### config.mk
export PLATFORM = sky130hd
export DESIGN_NAME = lfsr_tap_search
export DESIGN_NICKNAME = d
export VERILOG_FILES = /design/src/rtl/lfsr_pkg.sv /design/src/rtl/lfsr_tap_search.sv
export SDC_FILE = /design/constraint.sdc
export NUM_CORES = 1
export LEC_CHECK = 0
export ABC_AREA = 1
export ABC_CLOCK_PERIOD_IN_PS = 3400
export CELL_PAD_IN_SITES_DETAIL_PLACEMENT = 1
export CELL_PAD_IN_SITES_GLOBAL_PLACEMENT = 1
export CORE_UTILIZATION = 45
export DETAILED_ROUTE_END_ITERATION = 12
export GPL_ROUTABILITY_DRIVEN = 0
export PLACE_DENSITY = 0.77
export SYNTH_ARGS = -nofsm -noshare
export SYNTH_HDL_FRONTEND = slang
export SYNTH_SLANG_ARGS = --single-unit
export TNS_END_PERCENT = 10
### constraint.sdc
create_clock -name Clk -period 3.4 [get_ports Clk]
set_clock_uncertainty 0.1 [all_clocks]
set_input_delay 0.34 -clock Clk [delete_from_list [all_inputs] [get_ports Clk]]
set_output_delay 0.34 -clock Clk [all_outputs]
set_load 0.01 [all_outputs]
### src/rtl/lfsr_pkg.sv
// Shared constants for the LFSR tap search controller.
// Holds the candidate tap table, the preamble character and the FSM states.
package lfsr_pkg;

    localparam int NUM_TAPS = 9;

    localparam logic [6:0] PREAMBLE_CHAR = 7'h20;

    typedef enum logic [2:0] {
        S_IDLE,
        S_FETCH,
        S_LOAD_TAP,
        S_LOAD_SEED,
        S_CHECK,
        S_DONE
    } state_t;

    // Candidate tap patterns, tried in ascending index order.
    function automatic logic [6:0] tap_of(input logic [3:0] idx);
        logic [6:0] tap;
        tap = 7'h00;
        unique case (idx)
            4'd0:    tap = 7'h60;
            4'd1:    tap = 7'h48;
            4'd2:    tap = 7'h78;
            4'd3:    tap = 7'h72;
            4'd4:    tap = 7'h6A;
            4'd5:    tap = 7'h69;
            4'd6:    tap = 7'h5C;
            4'd7:    tap = 7'h7E;
            4'd8:    tap = 7'h7B;
            default: tap = 7'h00;
        endcase
        return tap;
    endfunction

endpackage

### src/rtl/lfsr_tap_search.sv
// Finds which candidate tap pattern produced the keystream of a message
// whose preamble is all spaces, by driving an external 7-bit LFSR.
// Ports: Clk/Reset_n (async, active low); start; mem_addr/mem_data
// (read port, data one cycle after address); lfsr_init/lfsr_set/lfsr_adv/
// lfsr_in/lfsr_state (LFSR control); busy, done, found, tap_idx, tap_out.
module lfsr_tap_search
    import lfsr_pkg::*;
#(
    parameter int         PRE_LEN  = 8,
    parameter logic [7:0] MSG_BASE = 8'd0
) (
    input  logic       Clk,
    input  logic       Reset_n,
    input  logic       start,
    output logic [7:0] mem_addr,
    input  logic [7:0] mem_data,
    output logic       lfsr_init,
    output logic       lfsr_set,
    output logic       lfsr_adv,
    output logic [6:0] lfsr_in,
    input  logic [6:0] lfsr_state,
    output logic       busy,
    output logic       done,
    output logic       found,
    output logic [3:0] tap_idx,
    output logic [6:0] tap_out
);

    localparam logic [4:0] LAST_K = 5'(PRE_LEN);
    localparam logic [3:0] LAST_C = 4'(PRE_LEN - 1);
    localparam logic [3:0] LAST_T = 4'(NUM_TAPS - 1);

    state_t     r_state;
    state_t     w_next;
    logic [4:0] r_k;
    logic [3:0] r_c;
    logic [3:0] r_t;
    logic [6:0] r_buf [0:15];
    logic       r_found;
    logic [3:0] r_tap_idx;
    logic [6:0] r_tap_out;

    logic       w_match;
    logic       w_last_c;
    logic [4:0] w_cap_k;
    logic [3:0] w_cap_idx;
    logic       w_unused;

    // Bit 7 of the ciphertext does not take part in the 7-bit keystream.
    assign w_unused  = mem_data[7];

    assign w_match   = (lfsr_state == r_buf[r_c]);
    assign w_last_c  = (r_c == LAST_C);
    // Fetch cycle k captures the byte addressed in cycle k-1.
    assign w_cap_k   = r_k - 5'd1;
    assign w_cap_idx = w_cap_k[3:0];

    assign found     = r_found;
    assign tap_idx   = r_tap_idx;
    assign tap_out   = r_tap_out;

    always_ff @(posedge Clk or negedge Reset_n) begin
        if (!Reset_n) begin
            r_state <= S_IDLE;
        end else begin
            r_state <= w_next;
        end
    end

    always_ff @(posedge Clk or negedge Reset_n) begin
        if (!Reset_n) begin
            r_k       <= '0;
            r_c       <= '0;
            r_t       <= '0;
            r_found   <= 1'b0;
            r_tap_idx <= '0;
            r_tap_out <= '0;
            for (int i = 0; i < 16; i++) begin
                r_buf[i] <= '0;
            end
        end else begin
            unique case (r_state)
                S_IDLE: begin
                    if (start) begin
                        r_found   <= 1'b0;
                        r_tap_idx <= '0;
                        r_tap_out <= '0;
                        r_k       <= '0;
                    end
                end
                S_FETCH: begin
                    if (r_k != 5'd0) begin
                        r_buf[w_cap_idx] <= mem_data[6:0] ^ PREAMBLE_CHAR;
                    end
                    r_k <= r_k + 5'd1;
                    if (r_k == LAST_K) begin
                        r_t <= '0;
                    end
                end
                S_LOAD_TAP: begin
                end
                S_LOAD_SEED: begin
                    r_c <= '0;
                end
                S_CHECK: begin
                    if (w_match) begin
                        if (w_last_c) begin
                            r_found   <= 1'b1;
                            r_tap_idx <= r_t;
                            r_tap_out <= tap_of(r_t);
                        end else begin
                            r_c <= r_c + 4'd1;
                        end
                    end else if (r_t != LAST_T) begin
                        r_t <= r_t + 4'd1;
                    end
                end
                S_DONE: begin
                end
                default: begin
                end
            endcase
        end
    end

    always_comb begin
        w_next    = r_state;
        mem_addr  = 8'h00;
        lfsr_init = 1'b0;
        lfsr_set  = 1'b0;
        lfsr_adv  = 1'b0;
        lfsr_in   = 7'h00;
        busy      = 1'b1;
        done      = 1'b0;
        unique case (r_state)
            S_IDLE: begin
                busy = 1'b0;
                if (start) begin
                    w_next = S_FETCH;
                end
            end
            S_FETCH: begin
                // Address arithmetic wraps naturally at 8 bits.
                mem_addr = MSG_BASE + {3'b000, r_k};
                if (r_k == LAST_K) begin
                    w_next = S_LOAD_TAP;
                end
            end
            S_LOAD_TAP: begin
                lfsr_init = 1'b1;
                lfsr_in   = tap_of(r_t);
                w_next    = S_LOAD_SEED;
            end
            S_LOAD_SEED: begin
                lfsr_set = 1'b1;
                lfsr_in  = r_buf[0];
                w_next   = S_CHECK;
            end
            S_CHECK: begin
                lfsr_adv = 1'b1;
                if (w_match) begin
                    if (w_last_c) begin
                        w_next = S_DONE;
                    end
                end else if (r_t == LAST_T) begin
                    w_next = S_DONE;
                end else begin
                    w_next = S_LOAD_TAP;
                end
            end
            S_DONE: begin
                done   = 1'b1;
                w_next = S_IDLE;
            end
            default: begin
                w_next = S_IDLE;
            end
        endcase
    end

endmodule

# --- Yosys cells after proc, flatten, opt, wreduce, memory -nomap -nowiden ---
# Memory sizes are Yosys's and may differ from the RTL's.
# Index checks and enable logic that the tools add are counted.
# Widths: inputs -> output; s select.
word_totals:
  ff_bits: 140
  romBits: 224
  in_bits: 18
  output_inout_bits: 32
  word_cells: 106
  memories: 2
memory_table:
  columns: ["memory", "depth", "word_bits", "read_ports", "rd_clocked_by_memory_dff", "write_ports", "line", "rtl"]
  rows:
  - ["(no name shown)", 16, 7, 1, 0, 0, "lfsr_pkg.sv:22", "unique case (idx)"]
  - ["(no name shown)", 16, 7, 1, 0, 0, "lfsr_pkg.sv:22", null]
op_classes:
  addsub: 4
  magnitude_cmp: 3
  eq_ne: 18
  muxes: 40
  bitwise_logic: 3
  reduce_logical: 13
ops:
  columns: ["operator", "count"]
  rows:
  - ["$bwmux 112", 1]
  - ["$mux 7", 6]
  - ["$mux 4", 8]
  - ["$bmux 7 s4", 1]
  - ["$demux 7 s4", 1]
  - ["$pmux 7 s2", 2]
  - ["$pmux 4 s2", 3]
  - ["$mux 3", 5]
  - ["$pmux 3 s5", 1]
  - ["$ne 2x2->1 const B", 7]
  - ["$ge 5x5->1 const B", 2]
  - ["$mux 5", 2]
  - ["$not 4->5", 2]
  - ["$pmux 5 s2", 1]
  - ["$add 4x1->4 const B", 2]
  - ["$mux 1", 8]
  - ["$reduce_and 4->1", 2]
  - ["$reduce_bool 2->1", 4]
  - ["$eq 7x7->1", 1]
  - ["$eq 3x2->1 const B", 2]
  - ["$eq 3x3->1 const B", 2]
  - ["$reduce_and 3->1", 2]
  - ["$add 5x1->5 const B", 1]
  - ["$eq 5x4->1 const B", 1]
  - ["other kinds (13)", 14]

# --- Longest topological paths before layout ---
# Gate-level depths: netlist (run 1).
depth:
  word_depth: 7
  depth_mapped: 19

# --- Worst setup path after synthesis (run 1) ---
# Ideal clock, no wire load.
synth_path:
  path_kind: "register to register"
  startpoint: "reg r_k[0]"
  endpoint: "reg r_buf[2] (netlist bit)"
  setup_ns: 0.125
  arrival_time_ns: 1.840
  required_time_ns: 3.175
  path_slack_ns: 1.335
  stages_incl_launch_ff: 7
  n_path_buf: 0
  synth_period_minus_slack_ns: 2.065
  path_cell_list: "dfrtp_1 -> inv_1 -> ha_1 -> a41oi_1 -> nand2_1 -> nor2_2 -> mux2_2"
synth_via:
  elab_chain_len: 7
synth_rtl:
  columns: ["element", "line", "rtl"]
  rows:
  - ["start: declaration", "lfsr_tap_search.sv:35", "logic [4:0] r_k;"]
  - ["start signal: assignment", "lfsr_tap_search.sv:95", "r_k <= r_k + 5'd1;"]
  - ["$sub 4x1->4", "lfsr_tap_search.sv:55", "assign w_cap_k = r_k - 5'd1;"]
  - ["$not 4->5 (implied by the code)", "lfsr_tap_search.sv:93", "r_buf[w_cap_idx] <= mem_data[6:0] ^ PREAMBLE_CHAR;"]
  - ["$ge 5x5->1 (implied by the code) / $lt 5x1->1 (equally long branches)", "lfsr_tap_search.sv:93", null]
  - ["$logic_and 1x1->1 (implied by the code)", "lfsr_tap_search.sv:93", null]
  - ["$mux 7 (implied by the code)", "lfsr_tap_search.sv:93", null]
  - ["$demux 7 s4", "lfsr_tap_search.sv:93", null]
  - ["$bwmux 112", "lfsr_tap_search.sv:93", null]
  - ["end signal: indexed assignment", "lfsr_tap_search.sv:93", null]
  - ["end: declaration", "lfsr_tap_search.sv:38", "logic [6:0] r_buf [0:15];"]
# Several ways; a longest one is shown, not always the timed one.
# A chain may end at the register's enable or synchronous reset.

# --- Worst setup path in the final report (run 1) ---
layout_path:
  startpoint: "reg r_t[0]"
  endpoint: "out lfsr_in[5]"
layout_via:
  elab_chain_len: 2
layout_rtl:
  columns: ["element", "line", "rtl"]
  rows:
  - ["start: declaration", "lfsr_tap_search.sv:37", "logic [3:0] r_t;"]
  - ["start signal: assignment", "lfsr_tap_search.sv:115", "r_t <= r_t + 4'd1;"]
  - ["$mem_v2 16x7", null, null]
  - ["$pmux 7 s2", "lfsr_tap_search.sv:135", "unique case (r_state)"]
  - ["end: declaration", "lfsr_tap_search.sv:20", "output logic [6:0] lfsr_in,"]
# Every way passes these cells.

==> flow_metrics.py, run 1 <==
metrics = {
    "outcome": {
        "status": "finished clean",
    },
    "final_layout": {
        "nets": 948,
        "layout-drive-gt1-share_pct": 12.03,
        "final_cell_area_sq_um": 8419,
        "syn2layout_area_growth_pct": 16.72,
        "antennaDiodeCount": 0,
    },
    "logic_synthesis": {
        "synth_compound_gate_area_share_pct": 9.471,
        "synth_xor_area_share_pct": 0.7285,
        "synthMuxAreaShare_pct": 7.025,
        "ys_seq_area_share_pct": 48.57,
        "avgSynthCellArea_sq_um": 8.225,
        "synthArstFlopShare_pct": 100.0,
        "netlist_instances": 877,
        "synth_common_cells": "nand2_1 (244), dfrtp_1 (140), inv_1 (93), o21ai_0 (76), nand3_1 (75)",
        "netlist.area_leader.share_pct": 48.57,
        "ys.flop_type": "dfrtp_1",
        "synth.distinct_cells": 38,
        "synthTopCellsByArea": "dfrtp_1 (49%), nand2_1 (13%), mux2_2 (7.0%), o21ai_0 (5.3%), nand3_1 (5.2%)",
        "syn-cell-area_sq_um": 7213,
        "synth_edf_count": 0,
        "yosysTopAreaCell": "dfrtp_1",
        "synth_top_family_by_area": "simple AND/OR/NAND/NOR gates",
        "synth_fa_ha_area_share_pct": 2.082,
        "synthSimpleGateAreaFrac_pct": 23.45,
        "ys_ff_latch": 140,
        "yosysMostFrequentCell": "nand2_1",
        "yosys_warnings": 0,
    },
    "timing": {
        "finalCritPeriodShare_pct": 87.47,
        "hold_violations": 0,
        "tightestPinTransition_ns": 0.8759,
        "rsz0062_at_grt": "false",
        "holdWs_ns": 0.3748,
        "fin_crit_ns": 2.974,
        "max_freq_ghz": 0.3362,
        "worst_slack_ns": 0.4259,
        "drv_slew": 0,
        "fin_setup_tns_ns": 0,
        "setup-violations-final": 0,
        "slew_headroom_pct": 41.42,
    },
    "clock_network": {
        "cts_sinks": 140,
        "cts_root_buffer": "clkbuf_16",
        "cts_buffers": 17,
        "cts_tree": "yes",
        "ctsResizeCount": 0,
        "h-tree-depth": 4,
        "ctsLongestPathBuffers": 2,
        "cts.clk_slew.worst_paths_ns": 0.06,
        "clk_latency_ns": 0.42,
    },
    "route": {
        "drc_errors": 0,
        "drtPass1Iterations": 5,
        "vias": 6111,
        "wl_per_cell_microns": 18.44,
        "drt_wl_total_microns": 21060,
        "drtAntennaViolNets": 0,
        "via_per_inst": 5.351,
        "drt_first_iter_violations": 379,
    },
    "global_route": {
        "grt_pass1_vias": 6508,
        "grt_overflow": 0,
        "grt_start_max_net_pins": 77,
        "antenna_found_initial": 0,
        "grt_pass1_wl_microns": 34270,
        "track_usage_pct": 27.36,
    },
    "placement": {
        "dpl_cell_area_sq_um": 7826,
        "placement.io_buffers": 45,
        "dp_slack_ns": 0.6256,
        "dp_hpwl_microns": 14120,
    },
    "critical_path": {
        "cp-start-kind": "register",
        "cp.required_ns": 2.96,
        "r2r_cells": 6,
        "cp-end-kind": "output port",
        "arrival_ns": 2.53,
        "critPathKind": "register to output port",
        "cp_max_fo": 7,
    },
    "power_and_ir_drop": {
        "p_per_area_nw_per_um2": 837.4,
        "p_leak_nw": 3.928,
        "ir_drop_v": 0.0003544,
        "p_total_mw": 7.050,
    },
    "min_path": {
        "min_path_cells": 2,
        "hold_class": "register to register",
    },
    "floorplanning": {
        "fp-row-count": 45,
        "core_area_sq_um": 15430,
        "die_area_sq_um": 16540,
        "die_x_microns": 128.6,
        "start_util_pct": 46.76,
        "io_pins": 50,
        "dieHeight_microns": 128.6,
    },
    "job": {
        "drv_cap": 0,
    },
}
## final cells by class
type	count	area [sq um]
Inverter	98	370.4
Clock inverter	6	83.83
Fill cell	1887	7008
Multi-Input combinational cell	598	3095
Sequential cell	140	3505
Timing Repair Buffer	63	601.8
Tap cell	211	264.0
Clock buffer	26	499.2
## worst paths after layout
kind | startpoint | end | slack [ns]
max | r_t[0] | lfsr_in[5] | 0.43
min | found | found | 0.37
max reg2reg | r_state[1] | r_buf[62] | 0.60
min reg2reg | found | found | 0.37
max in group asynchronous | Reset_n | r_buf[8] | 1.96
min in group asynchronous | Reset_n | r_buf[46] | 0.41
## kinds of logic after synthesis
kind of cell	Yosys count
compound gates	126
flops	140
other cells	1
simple gates	406
xor+xnor	6
buf+inv	141
mux	45
fa+ha+maj	12
## sequential cells by signal, summed over array words and instances, names as in the netlist
signal and count:
r_t 4, r_c 4, r_k 5, found 1, r_state 3, r_buf 112
tap_out 7, tap_idx 4
## worst max-delay path, stage by stage, from the launching register on
cell and delay, ns:
dfrtp_1 0.51, inv_1 0.14, ha_1 0.25, a21oi_1 0.25
inv_1 0.15, o31a_1 0.15, nand2_1 0.06, o21ai_0 0.09
clkdlybuf4s50_1 0.49
## metrics by stage
step                utilization, %  cells
finish                       54.57   1142
floorplan                        -    879
detailed placement           50.73   1109
global placement             50.73   1109
global route                 54.57   1142
CTS                          54.57   1142
## where the power goes
group / internal [mW] / switching (mW) / total, mW / leakage, nW
combinational: 0.943 / 1.60 / 2.54 / 1.95
clock: 1.16 / 0.698 / 1.85 / 0.288
sequential: 2.32 / 0.333 / 2.66 / 1.69
## metal layers
metal  routed length, microns  GRT usage [%]
met5                        0              0
met4                      377          10.03
met1                     9618          36.03
met3                      624          4.075
met2                    10440          45.85
## cells in the final DEF (no fill, tap or decap), types with 2 or more instances in the layout
| cell | netlist | final |
|---|---|---|
| dfrtp_1 | 140 | 139 |
| o22ai_1 | 6 | 6 |
| bufinv_16 | 0 | 2 |
| o21ai_0 | 76 | 76 |
| clkinv_2 | 0 | 3 |
| nor3_1 | 3 | 3 |
| clkdlybuf4s50_1 | 0 | 44 |
| clkbuf_8 | 0 | 4 |
| nand2_2 | 3 | 3 |
| xor2_1 | 4 | 4 |
| inv_2 | 2 | 2 |
| clkbuf_1 | 9 | 5 |
| o21ai_1 | 11 | 11 |
| ha_1 | 12 | 12 |
| inv_1 | 93 | 93 |
| clkinv_1 | 2 | 2 |
| nor2_1 | 63 | 63 |
| xnor2_1 | 2 | 2 |
| nand3_1 | 75 | 75 |
| conb_1 | 1 | 3 |
| a21oi_1 | 18 | 18 |
| nand3b_1 | 4 | 4 |
| nor2_2 | 8 | 8 |
| o21ai_2 | 2 | 2 |
| o211ai_1 | 8 | 8 |
| buf_4 | 10 | 16 |
| clkbuf_16 | 0 | 17 |
| or2_2 | 2 | 2 |
| nand2_1 | 244 | 244 |
| mux2_2 | 45 | 45 |
## timing repair
action,in CTS,in global routing
endpoints found under the hold margin,73,0
hold buffers,1,0
endpoints found under the setup margin,0,0
buffers inserted,0,0
No activity file was read; power rests on OpenSTA's default activity.
==> run 2: changes to the inputs <==
Settings changed: CELL_PAD_IN_SITES_GLOBAL_PLACEMENT 1 to 2, CORE_UTILIZATION 45 to 39, PLACE_DENSITY 0.77 to not set, PLACE_DENSITY_LB_ADDON set to 0.3.
==> run 2 against run 1 <==
Against the previous run: cell area up 0.40%; worst hold slack better by 0.016 ns; combinational power barely moved; register-to-register slack got worse by 0.06 ns; final cell count up 1.5%; global-route usage fell by 3.4 points; via count is 1.8% lower; sequential power about the same; maximum frequency is 2.0% higher; critical path type unchanged; critical endpoint unchanged; largest cell class unchanged; highest routed layer unchanged.
==> flow_metrics.py, run 2 (synthesis gave the netlist of run 1 again) <==
metrics = {
    "critical_path": {
        "r2r_end": "r_buf[58]",
        "crit_start": "r_t[0]",
        "cpMostUsedCell": "inv_1",
        "reg2reg_from": "r_state[1]",
        "crit_family": "buffers and inverters",
        "cp_max_fo": 7,
        "cp.required_ns": 2.96,
        "path_cells": "inv_1, ha_1, a21oi_1, inv_1, o31a_1, nand2_1, o21ai_0, clkdlybuf4s50_1",
        "crit_slowest_cell": "dfrtp_1",
        "path_depth": 8,
        "slowest_delay_ns": 0.49,
        "critPathKind": "register to output port",
        "cp-end-kind": "output port",
        "arrival_ns": 2.48,
        "r2r_slack_ns": 0.54,
        "crit_end": "lfsr_in[5]",
        "cp-start-kind": "register",
        "r2r_cells": 6,
        "critPathBufInv": 3,
    },
    "final_layout": {
        "postLayoutCoreUtil_pct": 46.90,
        "layout_common_cells": "nand2_1 (244), dfrtp_1 (139), inv_1 (93)",
        "largest_reg_flops": 112,
        "fillers": 2179,
        "layout-drive-gt1-share_pct": 12.26,
        "nets": 947,
        "regMostFlops": "r_buf",
        "layout_commonest_cell": "nand2_1",
        "antennaDiodeCount": 0,
        "syn2layout_area_growth_pct": 17.19,
    },
    "timing": {
        "fin_setup_tns_ns": 0,
        "hold_violations": 0,
        "tightestPinTransition_ns": 0.8822,
        "drv_slew": 0,
        "setup-violations-final": 0,
        "slew_headroom_pct": 41.00,
        "max_freq_ghz": 0.3429,
        "fin_crit_ns": 2.916,
        "finalCritPeriodShare_pct": 85.78,
        "rsz0062_at_grt": "false",
    },
    "clock_network": {
        "cts_buffers": 17,
        "cts.clk_slew.worst_paths_ns": 0.07,
        "ctsResizeCount": 0,
        "ctsLongestPathBuffers": 2,
        "cts_tree": "yes",
        "cts_sinks": 140,
        "h-tree-depth": 4,
        "clk_latency_ns": 0.43,
        "cts_root_buffer": "clkbuf_16",
    },
    "global_route": {
        "grt_overflow": 0,
        "grt_pass1_wl_microns": 33850,
        "grt_pass1_vias": 6258,
        "antenna_found_initial": 0,
        "grt_start_max_net_pins": 83,
        "track_usage_pct": 23.97,
    },
    "floorplanning": {
        "start_util_pct": 40.02,
        "io_pins": 50,
        "fp-row-count": 49,
        "die_x_microns": 138.0,
        "die_area_sq_um": 19040,
        "core_area_sq_um": 18020,
        "dieHeight_microns": 138.0,
    },
    "route": {
        "drt_wl_total_microns": 21060,
        "drt_first_iter_violations": 337,
        "via_per_inst": 5.179,
        "drtPass1Iterations": 4,
        "drtAntennaViolNets": 0,
        "vias": 6003,
        "drc_errors": 0,
        "wl_per_cell_microns": 18.17,
    },
    "placement": {
        "placement.io_buffers": 45,
        "dp_hpwl_microns": 14250,
    },
    "power_and_ir_drop": {
        "ir_drop_v": 0.0003985,
        "p_leak_nw": 3.921,
        "p_per_area_nw_per_um2": 833.4,
    },
    "min_path": {
        "hold_class": "register to register",
    },
    "job": {
        "drv_cap": 0,
    },
    "outcome": {
        "status": "finished clean",
    },
}
[run 2: cell types whose count changed in the layout (fill, tap and decap cells not counted)]
cell and change:
clkbuf_1 -3, clkinvlp_4 +3, buf_4 -2, buf_12 +1
clkbuf_8 -1, clkinv_4 +1
[run 2: cell type report]
type	instances	area, sq um	share of cell area (%)
clock buffers	22	474.2	5.610
multi-input cells	598	3095	36.62
inverters	98	370.4	4.381
well taps	229	286.5	3.390
flip-flops and latches	140	3505	41.46
clock inverters	10	115.1	1.362
repair buffers	62	606.8	7.179
[run 2: tightest hold or removal path: cells and delay by family, from the launching register on]
family / cells / cell delay [ns]
AND/OR/NAND/NOR: 2 / 0.11
flip-flops: 1 / 0.36
[run 2: metrics by stage]
stage               setup WS (ns)  instances  instance area (sq um)  hold slack, ns  power (mW)
finish                     0.4836       1159                   8453          0.3910       7.045
global route               0.3352       1159                   8453          0.4155       7.547
CTS                        0.4659       1159                   8453          0.4018       7.095
detailed placement         0.6052       1126                   7854          0.3669       5.192
global placement           0.6869       1126                   7854          0.3504       5.002
floorplan                   1.335        879                   7221        -0.05559       4.352
[run 2: routing by layer]
metal / up-vias / track usage (%) / part of all wire (%)
met2: 89 / 38.00 / 48
met4: 0 / 8.213 / 1.9
met3: 25 / 3.874 / 3.3
met5: - / 0 / 0
li1: 2876 / - / -
met1: 3013 / 33.15 / 47
[run 2: repair_timing]
action / 4_1_cts / 5_1_grt
hold buffers: 1 / 0
endpoints found under the hold margin: 81 / 0
setup buffers: 0 / 0
[run 2: worst min path at each step]
stage | slack, ns | to | depth (start not counted) | startpoint
after CTS | 0.40 | found | 2 | found
after global routing | 0.42 | r_buf[90] | 1 | r_buf[90]
final | 0.39 | found | 2 | found
after global placement | 0.35 | r_buf[42] | 1 | Reset_n
after detailed placement | 0.37 | r_buf[42] | 1 | Reset_n
after floorplan | -0.06 | found | 0 | Reset_n
[run 2: power breakdown]
group / total, mW / switching (mW) / internal, mW / leakage (nW)
Sequential: 2.64 / 0.317 / 2.32 / 1.69
Combinational: 2.52 / 1.58 / 0.942 / 1.95
Clock: 1.88 / 0.746 / 1.14 / 0.282
==> run 3: changes to the inputs <==
Settings changed: ABC_AREA 1 to not set, CORE_UTILIZATION 39 to 44.
==> run 3 against run 2 <==
Against the previous run: global-route usage increased by 0.11 points; register-to-register slack worse by 0.30 ns; clock power down 4%; wire length is 15% lower; total power increased by 0.17%; core utilization up 6.7 points; worst hold slack got worse by 0.0069 ns; critical path depth grew 1; first-iteration DRC count decreased by 23%; via count down 22%; combinational power decreased by 5%; critical path type is now register to register.
==> flow_metrics.py, run 3 <==
metrics = {
    "outcome": {
        "status": "finished clean",
    },
    "route": {
        "wl_per_cell_microns": 21.83,
        "drtAntennaViolNets": 0,
        "drt_first_iter_violations": 259,
        "drtPass1Iterations": 4,
        "via_per_inst": 5.683,
        "vias": 4654,
        "drt_wl_total_microns": 17880,
        "drc_errors": 0,
    },
    "clock_network": {
        "cts_setup_buffers": 0,
        "holdBufCountCts": 1,
        "ctsResizeCount": 0,
        "cts_buffers": 17,
        "h-tree-depth": 4,
        "cts.clk_slew.worst_paths_ns": 0.06,
        "ctsLongestPathBuffers": 2,
        "clk_latency_ns": 0.43,
        "cts_tree": "yes",
        "cts_root_buffer": "clkbuf_16",
        "cts_sinks": 140,
    },
    "min_path": {
        "min_path_cells": 2,
        "hold_class": "register to register",
    },
    "timing": {
        "fin_crit_ns": 3.161,
        "rsz0062_at_grt": "false",
        "max_freq_ghz": 0.3164,
        "hold_violations": 0,
        "tightestPinTransition_ns": 1.060,
        "setup-violations-final": 0,
        "fin_setup_tns_ns": 0,
        "drv_slew": 0,
        "finalCritPeriodShare_pct": 92.97,
        "slew_headroom_pct": 29.05,
    },
    "global_route": {
        "grt_overflow": 0,
        "grt_pass1_vias": 5048,
        "track_usage_pct": 24.09,
        "grt_pass1_wl_microns": 28840,
        "antenna_found_initial": 0,
        "grt_start_max_net_pins": 110,
    },
    "placement": {
        "dp_hpwl_microns": 12090,
        "placement.io_buffers": 45,
    },
    "final_layout": {
        "syn2layout_area_growth_pct": 18.00,
        "layout-drive-gt1-share_pct": 27.47,
        "regMostFlops": "r_buf",
        "nets": 625,
        "antennaDiodeCount": 0,
        "layout_commonest_cell": "dfrtp_1",
        "largest_reg_flops": 112,
        "layout_common_cells": "dfrtp_1 (140), mux2_2 (104), clkdlybuf4s50_1 (44)",
        "postLayoutCoreUtil_pct": 53.61,
        "fillers": 1546,
    },
    "logic_synthesis": {
        "synthArstFlopShare_pct": 100.0,
        "yosysTopAreaCell": "dfrtp_1",
        "ys.flop_type": "dfrtp_1",
        "ys_ff_latch": 140,
        "synth.distinct_cells": 57,
        "synthTopCellsByArea": "dfrtp_1 (50%), mux2_2 (17%), mux4_1 (3.8%), mux2i_1 (3.7%), mux4_2 (2.9%)",
        "syn-cell-area_sq_um": 6958,
        "netlist_instances": 543,
        "synth_edf_count": 0,
        "netlist.area_leader.share_pct": 50.35,
        "synth_common_cells": "dfrtp_1 (140), mux2_2 (104), nor2_1 (33), nand2_1 (32), mux2i_1 (26)",
        "ys_seq_area_share_pct": 50.35,
        "avgSynthCellArea_sq_um": 12.81,
        "yosys_warnings": 0,
        "yosysMostFrequentCell": "dfrtp_1",
    },
    "floorplanning": {
        "die_x_microns": 127.8,
        "dieHeight_microns": 127.8,
        "die_area_sq_um": 16320,
        "start_util_pct": 45.43,
        "fp-row-count": 45,
        "io_pins": 50,
        "core_area_sq_um": 15310,
    },
    "critical_path": {
        "cp.required_ns": 3.67,
        "r2r_cells": 9,
        "arrival_ns": 3.43,
        "cp_max_fo": 14,
        "cp-start-kind": "register",
        "cp-end-kind": "register",
        "critPathKind": "register to register",
    },
    "power_and_ir_drop": {
        "p_comb_share_pct": 34.0,
        "seqPwrFrac_pct": 40.4,
        "p_leak_nw": 3.463,
        "switchingPower_mw": 2.405,
        "pwr-share-clk_pct": 25.5,
        "ir_drop_v": 0.0004437,
        "p_per_area_nw_per_um2": 859.5,
        "p_int_mw": 4.652,
        "p_total_mw": 7.057,
        "p_sw_share_pct": 34.08,
    },
    "job": {
        "drv_cap": 0,
    },
}
run 3: changes by cell type in the layout (fill, tap and decap cells not counted), sizes merged, moves of 6 or more:
cell	change
nand2	-215
nand3	-63
inv	-80
o211ai	-6
mux2i	+26
o21ai	-66
mux4	+20
a32o	+8
mux2	+59
nor2	-38
run 3: final timing paths:
| check | slack [ns] | end | startpoint |
|---|---|---|---|
| min in group asynchronous | 0.53 | r_k[0] | Reset_n |
| worst max register to register | 0.24 | tap_out[6] | r_c[1] |
| worst min-delay path | 0.38 | r_buf[61] | r_buf[61] |
| worst max-delay path | 0.24 | tap_out[6] | r_c[1] |
| max in group asynchronous | 1.79 | r_buf[103] | Reset_n |
| worst min register to register | 0.38 | r_buf[61] | r_buf[61] |
run 3: power by group through the flow:
stage	clock (mW)	sequential, mW	combinational [mW]
after detailed placement	0	2.86	2.41
after CTS	1.84	2.84	2.43
after global placement	0	2.78	2.30
final	1.80	2.85	2.40
after global routing	1.90	2.94	2.65
after floorplan	0	2.66	1.81
run 3: stage by stage:
step           instance area, sq um  worst slack, ns  cells  hold WS, ns
2_1_floorplan                  6965           0.6401    545     -0.05559
3_3_place_gp                   7626           0.3575    786       0.3565
3_5_place_dp                   7626           0.2729    786       0.3744
4_1_cts                        8210           0.2176    819       0.3886
5_1_grt                        8210          0.06155    819       0.4099
6_report                       8210           0.2391    819       0.3842
run 3: metal layers:
metal / wire (microns) / share of wire [%] / global-route usage, %
met4: 476 / 2.7 / 10.17
met3: 460 / 2.6 / 4.215
met2: 8939 / 50 / 39.93
met1: 8000 / 45 / 31.25
met5: 0 / 0 / 0
run 3: critical path, stage by stage (launching register included):
cell      delay (ns)
dfrtp_1         0.70
buf_4           0.36
mux2_2          0.38
o22ai_1         0.14
a221oi_1        0.09
xnor2_1         0.16
and4_1          0.24
o21ai_2         0.32
a21o_1          0.41
a21bo_2         0.19
run 3: cell families after synthesis:
| group | count (synthesis) | synth area share, % |
|---|---|---|
| buffers and inverters | 40 | 3.093 |
| XOR/XNOR | 12 | 1.511 |
| AND/OR/NAND/NOR | 110 | 7.751 |
| flip-flops | 140 | 50.35 |
| multiplexers | 150 | 27.62 |
| other | 1 | 0.05390 |
| adder cells (fa/ha/maj) | 12 | 2.158 |
| AO/OA/AOI/OAI | 78 | 7.463 |
run 3: area by class of cell:
cell class	instances	area, sq um	area share [%]
inverters	14	52.55	0.6400
clock inverters	14	135.1	1.646
flip-flops and latches	140	3503	42.67
multi-input cells	365	3247	39.55
well taps	211	264.0	3.215
clock buffers	18	439.2	5.349
repair buffers	57	569.3	6.934
